==> src/rtl/bp_pkg.sv <==
// Shared types for the branch-predictor update path.
// Holds the queued update entry and the default queue depth.
package bp_pkg;

    localparam int BP_UPD_DEPTH = 4;

    typedef struct packed {
        logic [63:0] pc;
        logic [63:0] target;
        logic        taken;
        logic        dir_en;
        logic        btb_en;
    } bp_upd_t;

endpackage

==> src/rtl/bp_upd_fifo.sv <==
// Two-write / one-read circular buffer of predictor updates.
// Full and empty are told apart by the occupancy count.
module bp_upd_fifo
    import bp_pkg::*;
#(
    parameter int DEPTH = BP_UPD_DEPTH,
    localparam int PW = $clog2(DEPTH),
    localparam int CW = PW + 1
) (
    input  logic          i_clk,
    input  logic          i_rst,
    input  logic          i_wr0_en,
    input  bp_upd_t       i_wr0_data,
    input  logic          i_wr1_en,
    input  bp_upd_t       i_wr1_data,
    input  logic          i_rd_en,
    output bp_upd_t       o_head,
    output logic          o_head_vld,
    output logic [CW-1:0] o_occ
);

    bp_upd_t         r_mem [DEPTH];
    logic [DEPTH-1:0] r_vld;
    logic [PW-1:0]   r_head;
    logic [PW-1:0]   r_tail;
    logic [CW-1:0]   r_occ;
    logic [PW-1:0]   w_wr1_idx;
    logic [CW-1:0]   w_occ_nxt;

    // Lane 1 lands right behind lane 0 when both write, else at tail.
    assign w_wr1_idx = r_tail + PW'(i_wr0_en);
    assign w_occ_nxt = r_occ + CW'(i_wr0_en) + CW'(i_wr1_en)
                     - CW'(i_rd_en);

    assign o_head     = r_mem[r_head];
    assign o_head_vld = r_vld[r_head];
    assign o_occ      = r_occ;

    // Pointer, occupancy and entry-valid bookkeeping plus entry writes.
    always_ff @(posedge i_clk) begin
        if (i_rst) begin
            r_head <= '0;
            r_tail <= '0;
            r_occ  <= '0;
            r_vld  <= '0;
        end else begin
            if (i_wr0_en) begin
                r_mem[r_tail] <= i_wr0_data;
                r_vld[r_tail] <= 1'b1;
            end
            if (i_wr1_en) begin
                r_mem[w_wr1_idx] <= i_wr1_data;
                r_vld[w_wr1_idx] <= 1'b1;
            end
            if (i_rd_en) begin
                r_vld[r_head] <= 1'b0;
                r_head        <= r_head + PW'(1);
            end
            r_tail <= r_tail + PW'(i_wr0_en) + PW'(i_wr1_en);
            r_occ  <= w_occ_nxt;
        end
    end

endmodule

==> src/rtl/bp_update_arbiter.sv <==
// Serialises two execute-lane branch resolutions onto the
// predictor's single update port, oldest first.
module bp_update_arbiter
    import bp_pkg::*;
#(
    parameter int DEPTH = BP_UPD_DEPTH,
    localparam int CW = $clog2(DEPTH) + 1
) (
    input  logic          clock,
    input  logic          reset,
    input  logic          ex0_valid,
    input  logic [63:0]   ex0_pc,
    input  logic          ex0_taken,
    input  logic [63:0]   ex0_target,
    input  logic          ex0_cond,
    input  logic          ex0_wr_btb,
    input  logic          ex1_valid,
    input  logic [63:0]   ex1_pc,
    input  logic          ex1_taken,
    input  logic [63:0]   ex1_target,
    input  logic          ex1_cond,
    input  logic          ex1_wr_btb,
    output logic          ex_ready,
    input  logic          upd_stall,
    output logic          upd_valid,
    output logic [63:0]   upd_pc,
    output logic [63:0]   upd_target,
    output logic          upd_taken,
    output logic          upd_dir_en,
    output logic          upd_btb_en,
    output logic [CW-1:0] occupancy
);

    localparam logic [CW-1:0] READY_MAX = CW'(DEPTH - 2);

    bp_upd_t       w_ent0;
    bp_upd_t       w_ent1;
    bp_upd_t       w_head;
    bp_upd_t       w_out;
    logic          w_head_vld;
    logic          w_push0;
    logic          w_push1;
    logic          w_pop;
    logic          w_ready;
    logic [CW-1:0] w_occ;

    // Two free slots guarantee both lanes fit; depends on state only.
    assign w_ready = (w_occ <= READY_MAX);

    // Offers needing neither table update are dropped outright.
    assign w_push0 = ex0_valid && w_ready && (ex0_cond || ex0_wr_btb);
    assign w_push1 = ex1_valid && w_ready && (ex1_cond || ex1_wr_btb);
    assign w_pop   = (w_occ != '0) && !upd_stall;

    assign w_ent0 = '{pc: ex0_pc, target: ex0_target, taken: ex0_taken,
                      dir_en: ex0_cond, btb_en: ex0_wr_btb};
    assign w_ent1 = '{pc: ex1_pc, target: ex1_target, taken: ex1_taken,
                      dir_en: ex1_cond, btb_en: ex1_wr_btb};

    bp_upd_fifo #(.DEPTH(DEPTH)) u_fifo (
        .i_clk      (clock),
        .i_rst      (reset),
        .i_wr0_en   (w_push0),
        .i_wr0_data (w_ent0),
        .i_wr1_en   (w_push1),
        .i_wr1_data (w_ent1),
        .i_rd_en    (w_pop),
        .o_head     (w_head),
        .o_head_vld (w_head_vld),
        .o_occ      (w_occ)
    );

    // Head data is zeroed whenever the head slot holds nothing.
    always_comb begin
        w_out = '0;
        if (w_head_vld) begin
            w_out = w_head;
        end
    end

    assign ex_ready   = w_ready;
    assign upd_valid  = w_pop;
    assign upd_pc     = w_out.pc;
    assign upd_target = w_out.target;
    assign upd_taken  = w_out.taken;
    assign upd_dir_en = w_out.dir_en;
    assign upd_btb_en = w_out.btb_en;
    assign occupancy  = w_occ;

endmodule

==> config.mk <==
export PLATFORM = sky130hd
export DESIGN_NAME = bp_update_arbiter
export DESIGN_NICKNAME = d
export VERILOG_FILES = /design/src/rtl/bp_pkg.sv /design/src/rtl/bp_upd_fifo.sv /design/src/rtl/bp_update_arbiter.sv
export SDC_FILE = /design/constraint.sdc
export NUM_CORES = 1
export LEC_CHECK = 0
export CAP_MARGIN = 20
export CORE_MARGIN = 4
export CORE_UTILIZATION = 50
export CTS_BUF_LIST = sky130_fd_sc_hd__clkbuf_16
export CTS_CLUSTER_SIZE = 10
export DETAILED_ROUTE_END_ITERATION = 12
export PLACE_DENSITY = 0.88
export SYNTH_ARGS = -nofsm -noshare
export SYNTH_HDL_FRONTEND = slang
export SYNTH_SLANG_ARGS = --single-unit
export TNS_END_PERCENT = 20
==> constraint.sdc <==
create_clock -name clock -period 15.8 [get_ports clock]
set_input_delay 3.95 -clock clock [delete_from_list [all_inputs] [get_ports clock]]
set_output_delay 3.95 -clock clock [all_outputs]
set_load 0.05 [all_outputs]
==> impl_metrics.ini <==
[grt]
overflow = 0
grt_start_max_net_pins = 132
grt_pass1_vias = 17200
grtUsageTotal = 0.227
grt_pass1_wl_mm = 99.8
antenna_found_initial = 12

[timing]
hold_viol_final = 0
setup_slack_ps = 5850
finalCritPeriodShare = 0.630
max_freq_mhz = 100
worstMarginPinSlew_ps = 1300
hold_ws_ps = 624
clock_skew_ps = 15.6
fin_setup_tns_ps = 0
period_needed_ps = 9950
drv_slew = 0
rsz0062_at_grt = no
setup_violations = 0
relSlewSlack = 0.135

[hold_path]
whs_path_depth = 3
min_to = u_fifo.r_vld[1]
hold_path_class = flip-flop to flip-flop
worstHoldStart = u_fifo.r_vld[1]

[setup_path]
crit_required_ps = 11850
r2r-start = u_fifo.o_occ[1]
crit_arrival_ps = 6000
end_kind = output port
worstPathMaxFanout = 8
path_class = input pin to output port
worstRegToRegCells = 9
regToRegEndpoint = u_fifo.r_mem[3][88]
cp-start-kind = input pin
r2r_setup_slack_ps = 11100

[layout]
fin_cells = 2608
drive_gt1_frac = 0.361
fillCellCount = 3673
area_delta_synth_final_pct = 23.7
utilization = 0.627
nNetsFinal = 2165
fin_area_mm2 = 0.0331

[placement]
dp_worst_setup_slack_ps = 5930
io_buffer_count = 402
dp_hpwl_mm = 38.9
placed_cells = 2513
gp_routability_congestion = 0.799
place_area_mm2 = 0.0314

[logic_synthesis]
ys_ff_latch = 537
synth.most_common_cell = edfxtp_1
ys.flop_type = edfxtp_1
synth_common_cells = 524 x edfxtp_1, 457 x mux2_2, 134 x nor2b_1, 131 x mux4_2, 68 x mux2_1
netlist_top_cells_area = edfxtp_1 59%, mux2_2 19%, mux4_2 11%
yosysTopAreaCell = edfxtp_1
synth_cells = 1503
synth_edf_count = 524
netlist_area_mm2 = 0.0267
yosysSeqAreaShare = 0.598
ys_warn_count = 0
synth_top_area_share = 0.588
synth.distinct_cells = 38
syn_nets = 1780
syn_area_per_cell_um2 = 17.8
synthArstFlopShare = 0

[die]
die_h_um = 239
die-area_mm2 = 0.0573
coreArea_mm2 = 0.0528
pin_count = 403
start_util = 0.507
die_w_um = 239
row_count = 84

[cts]
cts_setup_buffers = 0
numCtsBuffers = 61
insertion_delay_ps = 600
ctsHoldBuffers = 0
cts_resized = 0
cts_tree = built
clock_sinks = 537
clock_path_buffers = 3
cts_root_buf = clkbuf_16
clk_pin_slew_ps = 50
h-tree-depth = 2

[pwr]
switching_share = 0.350
pwr-share-comb = 0.389
peakVddDrop_uv = 108
power.total_mw = 5.12
intPower_mw = 3.33
leakagePower_nw = 10.6
powerDensity_mw_per_mm2 = 155
clkPwrFrac = 0.240
p_sw_mw = 1.79
pwr-share-seq = 0.372

[route]
first_pass_iters = 5
via_per_inst = 5.94
drtIter0Drc = 1036
vias = 15500
wire_per_inst_um = 25.3
drc = 0
ant_nets = 0
routed_wl_mm = 66.1

[job]
maxCapViolations = 0

[run_status]
status = finished, final reports clean
[final cells by class]
| class | count | area [µm²] | share of cell area |
|---|---|---|---|
| Antenna cell | 10 | 25.0 | 0.000757 |
| Clock buffer | 63 | 1580 | 0.0477 |
| Clock inverter | 22 | 93.8 | 0.00284 |
| Inverter | 10 | 37.5 | 0.00113 |
| Multi-Input combinational cell | 853 | 10300 | 0.310 |
| Sequential cell | 537 | 16000 | 0.484 |
| Tap cell | 688 | 861 | 0.0260 |
| Timing Repair Buffer | 425 | 4220 | 0.128 |
[cell usage in the layout, fill, tap and decap left out, types with 3 or more instances in the layout]
master,instances
inv_1,25
mux2_1,68
clkinv_1,3
mux2_2,457
nand2_1,5
edfxtp_1,524
a221oi_1,3
nand2b_1,3
ha_1,9
o21ai_0,3
xor2_1,3
diode_2,10
mux4_2,131
nor2b_1,134
xnor2_1,4
clkbuf_16,63
dfxtp_1,11
nor2_1,8
buf_4,21
clkdlybuf4s50_1,402
[flip-flops by register name (all words and copies together) (netlist names), named ones only]
name           count
u_fifo.r_mem     524
u_fifo.r_vld       4
u_fifo.o_occ       3
u_fifo.r_head      2
u_fifo.r_tail      2
[power by group through the flow]
| stage | clock [mW] | combinational (mW) | sequential, mW |
|---|---|---|---|
| after floorplan | 0 | 1.36 | 1.96 |
| after global placement | 0 | 1.98 | 1.92 |
| after detailed placement | 0 | 2.00 | 1.93 |
| after CTS | 1.25 | 2.01 | 1.90 |
| after global routing | 1.30 | 2.09 | 1.92 |
| final | 1.23 | 1.99 | 1.90 |
[cell families (layout without fill, tap and decap cells)]
kind of cell | Yosys count | after routing | synth area share
AND/OR/NAND/NOR | 159 | 159 | 0.0363
other | 0 | 10 | 0
adder cells (fa/ha/maj) | 10 | 10 | 0.00496
buffers and inverters | 113 | 520 | 0.0212
XOR/XNOR | 7 | 7 | 0.00229
AO/OA/AOI/OAI | 20 | 20 | 0.00552
flip-flops | 537 | 537 | 0.598
multiplexers | 657 | 657 | 0.332
[per-layer routing]
layer	vias to the layer above	share of wire	global-route usage	wire length, µm
met3	119	0.080	0.0502	5290
met4	6	0.031	0.0855	2070
met1	7921	0.38	0.279	25100
li1	6764	-	-	-
met5	-	0.00061	0	40
met2	677	0.51	0.396	33500
[how the worst max path moves through the flow]
| stage | start | endpoint | slack [ps] | cells past startpoint |
|---|---|---|---|---|
| floorplan | ex0_wr_btb | u_fifo.r_mem[0][0] | 860 | 5 |
| global placement | upd_stall | upd_valid | 5960 | 3 |
| detailed placement | upd_stall | upd_valid | 5930 | 3 |
| CTS | upd_stall | upd_valid | 5870 | 3 |
| global route | upd_stall | upd_valid | 5780 | 3 |
| finish | upd_stall | upd_valid | 5850 | 3 |
[critical path, stage by stage]
cell and delay [ps]:
clkdlybuf4s50_1 450, nor2_1 640, clkdlybuf4s50_1 960
Power figures use the tool's default switching activity.
